[src/rtl/instr_ctrl_fsm_pkg.sv]
// Shared opcode constants, state/class encodings and decode payload for the
// multicycle instruction control sequencer.
package instr_ctrl_fsm_pkg;

  localparam int unsigned DATA_W = 16;
  localparam int unsigned NIB_W  = 4;

  localparam logic [NIB_W-1:0] OP_RTYPE = 4'h0;
  localparam logic [NIB_W-1:0] OP_ANDI  = 4'h1;
  localparam logic [NIB_W-1:0] OP_ORI   = 4'h2;
  localparam logic [NIB_W-1:0] OP_XORI  = 4'h3;
  localparam logic [NIB_W-1:0] OP_MEM   = 4'h4;
  localparam logic [NIB_W-1:0] OP_ADDI  = 4'h5;
  localparam logic [NIB_W-1:0] OP_SUBI  = 4'h9;
  localparam logic [NIB_W-1:0] OP_CMPI  = 4'hB;
  localparam logic [NIB_W-1:0] OP_MOVI  = 4'hD;

  localparam logic [NIB_W-1:0] EXT_LOAD = 4'h0;
  localparam logic [NIB_W-1:0] EXT_STOR = 4'h4;

  // Compare only updates flags, in both register and immediate form
  localparam logic [NIB_W-1:0] ALU_CMP  = 4'hB;

  typedef enum logic [2:0] {
    ST_IDLE,
    ST_FETCH,
    ST_DECODE,
    ST_EXEC,
    ST_MEM,
    ST_HALT
  } state_e;

  typedef enum logic [2:0] {
    CLS_ALU_REG,
    CLS_ALU_IMM,
    CLS_LOAD,
    CLS_STOR,
    CLS_ILLEGAL
  } instr_class_e;

  typedef struct packed {
    instr_class_e     cls;
    logic [NIB_W-1:0] alu_op;
    logic             use_imm;
    logic             writes_rf;
  } decode_t;

  function automatic logic is_alu_imm_op(input logic [NIB_W-1:0] op);
    case (op)
      OP_ANDI, OP_ORI, OP_XORI, OP_ADDI, OP_SUBI, OP_CMPI, OP_MOVI: return 1'b1;
      default:                                                      return 1'b0;
    endcase
  endfunction

endpackage

[src/rtl/instr_ctrl_fsm_instr_class_decode.sv]
// Combinational instruction classifier: opcode/ext nibbles to class, ALU
// function, immediate select and register-file write intent.
module instr_class_decode
  import instr_ctrl_fsm_pkg::*;
(
  input  logic [NIB_W-1:0] opcode_i,
  input  logic [NIB_W-1:0] ext_i,
  output decode_t          dec_o
);

  always_comb begin
    dec_o.cls       = CLS_ILLEGAL;
    dec_o.alu_op    = '0;
    dec_o.use_imm   = 1'b0;
    dec_o.writes_rf = 1'b0;
    if (opcode_i == OP_RTYPE) begin
      dec_o.cls       = CLS_ALU_REG;
      dec_o.alu_op    = ext_i;
      dec_o.writes_rf = (ext_i != ALU_CMP);
    end else if (is_alu_imm_op(opcode_i)) begin
      dec_o.cls       = CLS_ALU_IMM;
      dec_o.alu_op    = opcode_i;
      dec_o.use_imm   = 1'b1;
      dec_o.writes_rf = (opcode_i != ALU_CMP);
    end else if (opcode_i == OP_MEM && ext_i == EXT_LOAD) begin
      dec_o.cls       = CLS_LOAD;
      dec_o.writes_rf = 1'b1;
    end else if (opcode_i == OP_MEM && ext_i == EXT_STOR) begin
      dec_o.cls       = CLS_STOR;
    end
  end

endmodule

[src/rtl/instr_ctrl_fsm.sv]
// Multicycle fetch/decode/execute sequencer for the 16-bit datapath with
// memory request timeout and illegal-opcode handling.
module instr_ctrl_fsm
  import instr_ctrl_fsm_pkg::*;
#(
  parameter int unsigned MEM_TIMEOUT  = 16,
  parameter bit          ILLEGAL_HALT = 1'b0
) (
  input  logic              clk,
  input  logic              reset,
  input  logic [DATA_W-1:0] instr_in,
  input  logic              mem_ready,
  output logic              mem_req,
  output logic              mem_we,
  output logic              addr_sel,
  output logic [NIB_W-1:0]  imm_upper,
  output logic [NIB_W-1:0]  imm_lower,
  output logic              use_imm,
  output logic [NIB_W-1:0]  alu_op,
  output logic [NIB_W-1:0]  rdest,
  output logic [NIB_W-1:0]  rsrc,
  output logic              rf_we,
  output logic              wb_sel,
  output logic              flags_we,
  output logic              pc_inc,
  output logic              bus_err,
  output logic              illegal,
  output logic              halted
);

  localparam int unsigned CNT_W  = (MEM_TIMEOUT > 1) ? $clog2(MEM_TIMEOUT) : 1;
  localparam bit          TMO_EN = (MEM_TIMEOUT != 0);

  state_e             state_q, state_d;
  logic [DATA_W-1:0]  ir_q, ir_d;
  logic [CNT_W-1:0]   cnt_q, cnt_d;
  logic               tmo_q, tmo_d;
  logic               tmo_hit;
  logic               is_alu;
  decode_t            dec;

  instr_class_decode u_decode (
    .opcode_i (ir_q[15:12]),
    .ext_i    (ir_q[7:4]),
    .dec_o    (dec)
  );

  assign imm_upper = ir_q[7:4];
  assign imm_lower = ir_q[3:0];
  assign rdest     = ir_q[11:8];
  assign rsrc      = ir_q[3:0];
  assign alu_op    = dec.alu_op;
  assign use_imm   = dec.use_imm;

  assign is_alu  = (dec.cls == CLS_ALU_REG) || (dec.cls == CLS_ALU_IMM);
  // Last allowed wait cycle; a ready in this cycle still completes normally
  assign tmo_hit = TMO_EN && (cnt_q == CNT_W'(MEM_TIMEOUT - 1));

  always_ff @(posedge clk) begin
    if (!reset) begin
      state_q <= ST_IDLE;
      ir_q    <= '0;
      cnt_q   <= '0;
      tmo_q   <= 1'b0;
    end else begin
      state_q <= state_d;
      ir_q    <= ir_d;
      cnt_q   <= cnt_d;
      tmo_q   <= tmo_d;
    end
  end

  always_comb begin
    state_d  = state_q;
    ir_d     = ir_q;
    cnt_d    = cnt_q;
    tmo_d    = 1'b0;
    mem_req  = 1'b0;
    mem_we   = 1'b0;
    addr_sel = 1'b0;
    rf_we    = 1'b0;
    wb_sel   = 1'b0;
    flags_we = 1'b0;
    pc_inc   = 1'b0;
    bus_err  = 1'b0;
    illegal  = 1'b0;
    halted   = 1'b0;

    case (state_q)
      ST_IDLE: state_d = ST_FETCH;

      ST_FETCH: begin
        if (tmo_q) begin
          bus_err = 1'b1;
          state_d = ST_HALT;
        end else begin
          mem_req = 1'b1;
          if (mem_ready) begin
            ir_d    = instr_in;
            state_d = ST_DECODE;
          end else if (tmo_hit) begin
            tmo_d = 1'b1;
          end else if (TMO_EN) begin
            cnt_d = cnt_q + CNT_W'(1);
          end
        end
      end

      ST_DECODE: begin
        case (dec.cls)
          CLS_ALU_REG, CLS_ALU_IMM: state_d = ST_EXEC;
          CLS_LOAD, CLS_STOR:       state_d = ST_MEM;
          default: begin
            illegal = 1'b1;
            state_d = ILLEGAL_HALT ? ST_HALT : ST_EXEC;
          end
        endcase
      end

      // Illegal words reaching here retire as a NOP: only the PC advances
      ST_EXEC: begin
        pc_inc = 1'b1;
        if (is_alu) begin
          flags_we = 1'b1;
          rf_we    = dec.writes_rf;
        end
        state_d = ST_FETCH;
      end

      ST_MEM: begin
        addr_sel = 1'b1;
        if (tmo_q) begin
          bus_err = 1'b1;
          pc_inc  = 1'b1;
          state_d = ST_FETCH;
        end else begin
          mem_req = 1'b1;
          mem_we  = (dec.cls == CLS_STOR);
          if (mem_ready) begin
            rf_we   = (dec.cls == CLS_LOAD);
            wb_sel  = (dec.cls == CLS_LOAD);
            pc_inc  = 1'b1;
            state_d = ST_FETCH;
          end else if (tmo_hit) begin
            tmo_d = 1'b1;
          end else if (TMO_EN) begin
            cnt_d = cnt_q + CNT_W'(1);
          end
        end
      end

      ST_HALT: halted = 1'b1;

      default: state_d = ST_IDLE;
    endcase

    if (state_d != state_q) cnt_d = '0;
  end

endmodule
[config.mk]
export PLATFORM = sky130hd
export DESIGN_NAME = instr_ctrl_fsm
export DESIGN_NICKNAME = d
export VERILOG_FILES = /design/src/rtl/instr_ctrl_fsm_pkg.sv /design/src/rtl/instr_ctrl_fsm_instr_class_decode.sv /design/src/rtl/instr_ctrl_fsm.sv
export SDC_FILE = /design/constraint.sdc
export NUM_CORES = 1
export LEC_CHECK = 0
export CAP_MARGIN = 30
export CORE_AREA = 2 2 60 62
export DETAILED_ROUTE_END_ITERATION = 8
export DIE_AREA = 0 0 62 64
export PLACE_DENSITY = 0.78
export RECOVER_POWER = 50
export SYNTH_ARGS = -nofsm -noshare
export SYNTH_HDL_FRONTEND = slang
export SYNTH_HIERARCHICAL = 1
export SYNTH_SLANG_ARGS = --single-unit
[constraint.sdc]
create_clock -name clk -period 1.81 [get_ports clk]
set_input_delay 0.2715 -clock clk [delete_from_list [all_inputs] [get_ports clk]]
set_output_delay 0.2715 -clock clk [all_outputs]
set_load 0.1 [all_outputs]
==> results of run 1 <==
power breakdown:
group          internal [mW]  switching (mW)  total, mW
clock                  0.224           0.167      0.391
combinational          0.192           0.367      0.559
sequential             0.549          0.0185      0.567
sequential cells by signal (all words and copies together) (netlist names):
name and flops:
ir_q 16, cnt_q 4, state_q 3, tmo_q 1
routing by layer:
| layer | wire length, um | vias up | share of wire [%] |
|---|---|---|---|
| met5 | 0 | - | 0 |
| li1 | - | 704 | - |
| met3 | 121 | 5 | 3.5 |
| met4 | 57 | 0 | 1.7 |
| met1 | 1510 | 655 | 44 |
| met2 | 1750 | 38 | 51 |
final cells by class:
cell class | count | area share [%]
Sequential cell | 24 | 22.1
Tap cell | 46 | 2.58
Multi-Input combinational cell | 125 | 37.6
Clock inverter | 1 | 1.35
Timing Repair Buffer | 71 | 34.1
Inverter | 7 | 1.18
Clock buffer | 3 | 1.01
worst register-to-register path, cell delays in order (launching register included):
cell	delay, ps
sky130_fd_sc_hd__dfxtp_1	330
sky130_fd_sc_hd__clkbuf_4	190
sky130_fd_sc_hd__nand3b_1	220
sky130_fd_sc_hd__nor3_1	170
sky130_fd_sc_hd__clkdlybuf4s15_2	420
sky130_fd_sc_hd__nand2_1	120
sky130_fd_sc_hd__a21oi_1	130
how the worst min path moves through the flow:
stage | slack [ps] | startpoint | end
final | 460 | ir_q[9] | ir_q[9]
after global routing | 480 | instr_in[10] | ir_q[10]
after CTS | 470 | ir_q[9] | ir_q[9]
after detailed placement | 450 | ir_q[9] | ir_q[9]
after global placement | 440 | ir_q[11] | ir_q[11]
after floorplan | 390 | reset | state_q[2]
cells by family after synthesis:
logic type | Yosys count | share of synthesized area, %
AOI/OAI and AO/OA | 40 | 16.8
buffers and inverters | 35 | 15.6
and+or+nand+nor | 80 | 30.3
adders and majority gates | 1 | 0.869
xor gates and xnor gates | 3 | 2.35
DFF | 24 | 33.4
muxes | 1 | 0.695
synthesized netlist by cell type, types with 3 or more instances:
cell	n	area share (%)
sky130_fd_sc_hd__nand2_1	39	10
sky130_fd_sc_hd__dfxtp_1	24	33
sky130_fd_sc_hd__a21oi_1	21	7.3
sky130_fd_sc_hd__buf_4	17	8.9
sky130_fd_sc_hd__nor2_1	7	1.8
sky130_fd_sc_hd__nor3_1	7	2.4
sky130_fd_sc_hd__buf_2	6	2.1
sky130_fd_sc_hd__inv_1	6	1.6
sky130_fd_sc_hd__and2_1	3	1.3
sky130_fd_sc_hd__buf_6	3	2.3
sky130_fd_sc_hd__nand2b_1	3	1.3
sky130_fd_sc_hd__nand3_1	3	1.0
sky130_fd_sc_hd__o21ai_0	3	1.0
placed cells by master (no fill, tap or decap), drive strengths merged, types with 2 or more instances in the layout:
cell type / n
nand2: 41
buf: 35
dfxtp: 24
a21oi: 21
clkbuf: 20
clkdlybuf4s50: 18
nor3: 11
inv: 7
nor2: 7
o21ai: 5
nand3: 3
and2: 3
nand2b: 3
nand3b: 2
xor2: 2
a31oi: 2
o22ai: 2
nor4b: 2
and3b: 2
nor2b: 2
repair_timing:
item,in CTS,in global routing
endpoints found under the setup margin,7,10
pin swaps,0,2
buffers inserted,1,1
hold buffers,0,0
gates resized for setup,7,8
==> flow_results.xml, run 1 <==
<?xml version="1.0" encoding="UTF-8"?>
<metrics>
  <group name="detailed_routing">
    <metric name="detail_route.wirelength" unit="um">3440</metric>
    <metric name="final_antenna_net_count" unit="">0</metric>
    <metric name="via_count" unit="">1402</metric>
    <metric name="routed_via_density" unit="">5.06</metric>
    <metric name="dr.pass1.iters" unit="">4</metric>
    <metric name="drcViolationCount" unit="">0</metric>
    <metric name="violation_count_after_the_first_detailed_routing_iteration" unit="">50</metric>
    <metric name="post_drt_wl_per_cell" unit="um">12.4</metric>
  </group>
  <group name="layout">
    <metric name="final-seq-area" unit="um2">493</metric>
    <metric name="insertedDiodeCount" unit="">0</metric>
    <metric name="filler_cell_count" unit="">266</metric>
    <metric name="multiInputGateArea" unit="um2">838</metric>
    <metric name="postLayoutCoreUtil" unit="%">67.8</metric>
    <metric name="nets" unit="">252</metric>
    <metric name="p_r_area_growth_vs_syn" unit="%">54.6</metric>
    <metric name="drive_gt1_share" unit="%">38.1</metric>
    <metric name="final_non_filler_cells" unit="">277</metric>
    <metric name="final_area" unit="mm2">0.00223</metric>
  </group>
  <group name="grt">
    <metric name="grt_first_pass_wirelength" unit="um">5740</metric>
    <metric name="grt_start_max_net_pins" unit="">20</metric>
    <metric name="grt_overflow_total" unit="">0</metric>
    <metric name="antenna_found_initial" unit="">0</metric>
    <metric name="grt.total_usage" unit="%">18.5</metric>
    <metric name="global_route.usage.met3" unit="%">1.01</metric>
    <metric name="number_of_global_route_vias_before_repair" unit="">1318</metric>
    <metric name="grt.met2_usage" unit="%">31.6</metric>
    <metric name="gr-usage-met1" unit="%">23.5</metric>
    <metric name="global_route.peak_usage_layer" unit="">met2</metric>
  </group>
  <group name="floorplanning">
    <metric name="design.die.area" unit="mm2">0.00397</metric>
    <metric name="io_pins" unit="">50</metric>
    <metric name="floorplan.initialDensity" unit="%">43.8</metric>
    <metric name="core_box_area" unit="mm2">0.00328</metric>
    <metric name="placementRows" unit="">21</metric>
    <metric name="die-width" unit="um">62</metric>
    <metric name="floorplan.die.height" unit="um">64</metric>
  </group>
  <group name="clocking">
    <metric name="cts_root_buffer" unit="">sky130_fd_sc_hd__clkbuf_4</metric>
    <metric name="worstSkewPairLatency" unit="ps">320</metric>
    <metric name="cts.path.max_buffers" unit="">2</metric>
    <metric name="numCtsBuffers" unit="">3</metric>
    <metric name="tritoncts" unit="">built</metric>
    <metric name="clkSlewWorstSetupHoldPaths" unit="ps">140</metric>
    <metric name="clock_tree.htree_level_count" unit="">1</metric>
    <metric name="clkSinkCount" unit="">24</metric>
  </group>
  <group name="worst_setup_path">
    <metric name="path_class" unit="">flip-flop to primary output</metric>
    <metric name="worstRegToRegCells" unit="">6</metric>
    <metric name="critical_path_buf_inv_count" unit="">1</metric>
    <metric name="timing.critical_path.to_type" unit="">primary output</metric>
    <metric name="endpoint" unit="">rf_we</metric>
    <metric name="timing.critical_path.required" unit="ps">1540</metric>
    <metric name="crit_cells" unit="">7</metric>
    <metric name="arrival" unit="ps">1980</metric>
    <metric name="cp_slowest_stage_delay" unit="ps">360</metric>
    <metric name="critical_path.reg2reg.startpoint" unit="">state_q[1]</metric>
    <metric name="crit_chain" unit="">nor4b_4 &gt; o221ai_2 &gt; nand2b_4 &gt; nor3_4 &gt; and3b_4 &gt; a21o_4 &gt; buf_12</metric>
    <metric name="timing.critical_path.slowest_stage_cell" unit="">sky130_fd_sc_hd__dfxtp_2</metric>
    <metric name="crit_path_start_kind" unit="">flip-flop</metric>
    <metric name="r2r_setup_slack" unit="ps">150</metric>
    <metric name="cp_max_fo" unit="">3</metric>
    <metric name="crit-reg2reg-capture" unit="">ir_q[13]</metric>
    <metric name="cpLargestDelayFamily" unit="">simple AND/OR/NAND/NOR gates</metric>
    <metric name="startpoint" unit="">ir_q[7]</metric>
  </group>
  <group name="power_and_ir_drop">
    <metric name="power-per-cell-area" unit="mW/mm2">681</metric>
    <metric name="design_power_total" unit="mW">1.52</metric>
    <metric name="p_leak" unit="nW">0.877</metric>
    <metric name="vdd.ir_drop.worst" unit="mV">0.472</metric>
  </group>
  <group name="yosys">
    <metric name="synth_enable_flop_cells" unit="">0</metric>
    <metric name="seq_area_frac_synth" unit="%">33.4</metric>
    <metric name="yosysWarnings" unit="">6</metric>
    <metric name="avgSynthCellArea" unit="um2">7.83</metric>
    <metric name="synth_fp_nets" unit="">204</metric>
    <metric name="synth_flop_cell" unit="">sky130_fd_sc_hd__dfxtp_1</metric>
    <metric name="post_synth_instance_area" unit="mm2">0.00144</metric>
    <metric name="flop_and_latch_count_out_of_synthesis" unit="">24</metric>
    <metric name="netlist-cell-type-count" unit="">45</metric>
    <metric name="synth_cells" unit="">184</metric>
    <metric name="synth-async-reset-ratio" unit="%">0</metric>
  </group>
  <group name="placement">
    <metric name="detailed_place.area" unit="mm2">0.00221</metric>
    <metric name="dp_hpwl" unit="um">2550</metric>
    <metric name="placement.setup.worst_slack" unit="ps">-117</metric>
    <metric name="portBuffers" unit="">49</metric>
    <metric name="finalWeightedCongestion" unit="">0.878</metric>
    <metric name="place.detailed.instances" unit="">272</metric>
  </group>
  <group name="timing">
    <metric name="period_utilization_post_route" unit="%">124</metric>
    <metric name="tightest_slew" unit="ps">554</metric>
    <metric name="setup-tns-final" unit="ps">-1560</metric>
    <metric name="slew_headroom" unit="%">63.2</metric>
    <metric name="setup_clock_skew_after_layout" unit="ps">9.53</metric>
    <metric name="drv_slew" unit="">0</metric>
    <metric name="post-route-worst-setup-slack" unit="ps">-443</metric>
    <metric name="rsz0062_at_grt" unit="">true</metric>
    <metric name="total_count_of_hold_check_failures_in_the_final_report" unit="">0</metric>
    <metric name="report.final.setup_viol" unit="">5</metric>
    <metric name="highest_clock_rate" unit="GHz">0.444</metric>
    <metric name="finalWorstPathRequiredPeriod" unit="ps">2250</metric>
    <metric name="hold-worst-slack" unit="ps">460</metric>
  </group>
  <group name="flow_run">
    <metric name="cap_viol_max_count" unit="">0</metric>
  </group>
  <group name="status">
    <metric name="failed_checks" unit="">negative setup slack</metric>
    <metric name="outcome" unit="">complete, but fails checks</metric>
  </group>
  <group name="hold_path">
    <metric name="whs_path_depth" unit="">2</metric>
    <metric name="hold_path.class" unit="">flip-flop to flip-flop</metric>
  </group>
</metrics>
Power figures use the tool's default switching activity.
==> run 2: changes to the inputs <==
--- a/config.mk
+++ b/config.mk
@@ -6,10 +6,11 @@
 export NUM_CORES = 1
 export LEC_CHECK = 0
 export CAP_MARGIN = 30
-export CORE_AREA = 2 2 60 62
+export CORE_AREA = 2 2 64 66
 export DETAILED_ROUTE_END_ITERATION = 8
-export DIE_AREA = 0 0 62 64
-export PLACE_DENSITY = 0.78
+export DIE_AREA = 0 0 66 68
+export GPL_TIMING_DRIVEN = 0
+export PLACE_DENSITY = 0.72
 export RECOVER_POWER = 50
 export SYNTH_ARGS = -nofsm -noshare
 export SYNTH_HDL_FRONTEND = slang
==> constraint.sdc (replaced) <==
create_clock -name clk -period 1.85 [get_ports clk]
set_input_delay 0.2775 -clock clk [delete_from_list [all_inputs] [get_ports clk]]
set_output_delay 0.2775 -clock clk [all_outputs]
set_load 0.1 [all_outputs]
==> flow_results.xml, run 2 (synthesis gave the netlist of run 1 again) <==
<?xml version="1.0" encoding="UTF-8"?>
<metrics>
  <group name="status">
    <metric name="outcome" unit="">complete, but fails checks</metric>
    <metric name="failed_checks" unit="">negative setup slack</metric>
  </group>
  <group name="timing">
    <metric name="hold-worst-slack" unit="ps">459</metric>
    <metric name="drv_slew" unit="">0</metric>
    <metric name="period_utilization_post_route" unit="%">121</metric>
    <metric name="total_count_of_hold_check_failures_in_the_final_report" unit="">0</metric>
    <metric name="highest_clock_rate" unit="GHz">0.446</metric>
    <metric name="setup-tns-final" unit="ps">-1160</metric>
    <metric name="report.final.setup_viol" unit="">5</metric>
    <metric name="rsz0062_at_grt" unit="">true</metric>
    <metric name="finalWorstPathRequiredPeriod" unit="ps">2240</metric>
    <metric name="setup_clock_skew_after_layout" unit="ps">1.57</metric>
    <metric name="slew_headroom" unit="%">36.4</metric>
    <metric name="tightest_slew" unit="ps">958</metric>
    <metric name="post-route-worst-setup-slack" unit="ps">-393</metric>
  </group>
  <group name="worst_setup_path">
    <metric name="arrival" unit="ps">1970</metric>
    <metric name="crit_path_start_kind" unit="">flip-flop</metric>
    <metric name="cp_max_fo" unit="">2</metric>
    <metric name="cpLargestDelayFamily" unit="">simple AND/OR/NAND/NOR gates</metric>
    <metric name="critical_path_buf_inv_count" unit="">3</metric>
    <metric name="cp_slowest_stage_delay" unit="ps">360</metric>
    <metric name="path_class" unit="">flip-flop to primary output</metric>
    <metric name="timing.critical_path.slowest_stage_cell" unit="">sky130_fd_sc_hd__dfxtp_4</metric>
    <metric name="timing.critical_path.required" unit="ps">1570</metric>
    <metric name="timing.critical_path.to_type" unit="">primary output</metric>
    <metric name="crit_chain" unit="">nor4b_4 &gt; buf_4 &gt; nand2_4 &gt; inv_4 &gt; nand2b_4 &gt; nor3_4 &gt; and3b_4 &gt; a21o_4 &gt; buf_12</metric>
  </group>
  <group name="grt">
    <metric name="grt.total_usage" unit="%">15.9</metric>
    <metric name="grt_start_max_net_pins" unit="">14</metric>
    <metric name="antenna_found_initial" unit="">0</metric>
    <metric name="number_of_global_route_vias_before_repair" unit="">1259</metric>
    <metric name="grt_first_pass_wirelength" unit="um">5630</metric>
    <metric name="grt_overflow_total" unit="">0</metric>
  </group>
  <group name="floorplanning">
    <metric name="design.die.area" unit="mm2">0.00449</metric>
    <metric name="placementRows" unit="">23</metric>
    <metric name="floorplan.die.height" unit="um">68</metric>
    <metric name="core_box_area" unit="mm2">0.00386</metric>
    <metric name="floorplan.initialDensity" unit="%">37.3</metric>
    <metric name="die-width" unit="um">66</metric>
    <metric name="io_pins" unit="">50</metric>
  </group>
  <group name="layout">
    <metric name="regMostFlops" unit="">ir_q</metric>
    <metric name="final_common_cell" unit="">sky130_fd_sc_hd__nand2_1</metric>
    <metric name="nets" unit="">269</metric>
    <metric name="layout.cells.most_common_list" unit="">sky130_fd_sc_hd__nand2_1 (39), sky130_fd_sc_hd__buf_4 (31), sky130_fd_sc_hd__a21oi_1 (21)</metric>
    <metric name="final_non_filler_cells" unit="">298</metric>
    <metric name="drive_gt1_share" unit="%">39.1</metric>
    <metric name="largest_reg_flops" unit="">16</metric>
    <metric name="insertedDiodeCount" unit="">0</metric>
    <metric name="p_r_area_growth_vs_syn" unit="%">59.9</metric>
    <metric name="filler_cell_count" unit="">365</metric>
    <metric name="reg_top3" unit="">ir_q: 16 flops, cnt_q: 4 flops, state_q: 3 flops</metric>
  </group>
  <group name="placement">
    <metric name="place.detailed.instances" unit="">283</metric>
    <metric name="placement.setup.worst_slack" unit="ps">-1160</metric>
    <metric name="dp_hpwl" unit="um">2420</metric>
    <metric name="portBuffers" unit="">49</metric>
    <metric name="finalWeightedCongestion" unit="">0.731</metric>
  </group>
  <group name="power_and_ir_drop">
    <metric name="p_leak" unit="nW">0.928</metric>
    <metric name="power-per-cell-area" unit="mW/mm2">630</metric>
    <metric name="vdd.ir_drop.worst" unit="mV">0.415</metric>
    <metric name="design_power_total" unit="mW">1.45</metric>
  </group>
  <group name="detailed_routing">
    <metric name="drcViolationCount" unit="">0</metric>
    <metric name="violation_count_after_the_first_detailed_routing_iteration" unit="">41</metric>
    <metric name="routed_via_density" unit="">4.79</metric>
    <metric name="detail_route.wirelength" unit="um">3550</metric>
    <metric name="post_drt_wl_per_cell" unit="um">11.9</metric>
    <metric name="via_count" unit="">1427</metric>
    <metric name="final_antenna_net_count" unit="">0</metric>
    <metric name="dr.pass1.iters" unit="">4</metric>
  </group>
  <group name="clocking">
    <metric name="clkSinkCount" unit="">24</metric>
    <metric name="numCtsBuffers" unit="">3</metric>
    <metric name="ctsHoldBuffers" unit="">0</metric>
    <metric name="cts.path.max_buffers" unit="">2</metric>
    <metric name="clkSlewWorstSetupHoldPaths" unit="ps">80</metric>
    <metric name="clock_tree.htree_level_count" unit="">1</metric>
    <metric name="cts_root_buffer" unit="">sky130_fd_sc_hd__clkbuf_8</metric>
    <metric name="worstSkewPairLatency" unit="ps">260</metric>
    <metric name="tritoncts" unit="">built</metric>
  </group>
  <group name="hold_path">
    <metric name="hold_path.class" unit="">flip-flop to flip-flop</metric>
  </group>
  <group name="flow_run">
    <metric name="cap_viol_max_count" unit="">0</metric>
  </group>
</metrics>
## run 2: cell count changes in the layout (fill, tap and decap cells not counted), moves of 4 or more
cell / previous run / this run
sky130_fd_sc_hd__buf_4: 18 / 31
sky130_fd_sc_hd__buf_6: 0 / 8
sky130_fd_sc_hd__clkbuf_2: 15 / 6
sky130_fd_sc_hd__buf_12: 16 / 7
sky130_fd_sc_hd__clkdlybuf4s15_2: 1 / 5
sky130_fd_sc_hd__clkbuf_8: 0 / 4
sky130_fd_sc_hd__clkdlybuf4s15_1: 0 / 5
## run 2: final cells by class
class                   instances  area, um2  share of cell area, %
inverters                       7       31.3                   1.36
flip-flops and latches         24        489                   21.2
plain buffers                  27        205                   8.91
well taps                      50       62.6                   2.72
clock buffers                   4       55.1                   2.39
repair buffers                 61        622                   27.0
multi-input cells             125        837                   36.4
## run 2: worst paths after layout
path / slack [ps] / cells after the start / end / start
max: -390 / 9 / rf_we / ir_q[5]
min: 460 / 2 / ir_q[9] / ir_q[9]
max reg2reg: 300 / 8 / state_q[0] / ir_q[5]
min reg2reg: 460 / 2 / ir_q[9] / ir_q[9]
## run 2: routing by layer
metal | wire length [um] | track usage, % | vias to the layer above | part of all wire (%)
li1 | - | - | 733 | -
met4 | 39 | 4.59 | 0 | 1.1
met5 | 0 | 0 | - | 0
met1 | 1560 | 21.1 | 658 | 44
met2 | 1820 | 27.8 | 32 | 51
met3 | 128 | 1.15 | 4 | 3.6
## run 2: timing repair
action                                  4_1_cts  5_1_grt
hold endpoints to repair                      0        0
endpoints found under the setup margin       31       25
pin swaps                                     5        3
resized for setup                           146       32
setup buffers                                 8        4
## run 2: stage by stage
stage               util [%]  area [um2]
floorplan                  -        1520
global placement        53.8        2070
detailed placement      53.8        2070
CTS                     58.0        2240
global route            59.7        2300
finish                  59.7        2300
## run 2: worst min-delay path, delay by kind of cell (launching register included)
| family | cells | cell delay, ps |
|---|---|---|
| flops | 1 | 310 |
| simple gates | 1 | 50 |
| compound gates | 1 | 50 |
## run 2: report_power, final
part	internal (mW)	total [mW]	leakage [nW]	switching [mW]
clock network	0.190	0.349	0.0288	0.159
logic	0.186	0.547	0.701	0.361
registers	0.537	0.555	0.198	0.0182
total	0.913	1.45	0.928	0.538
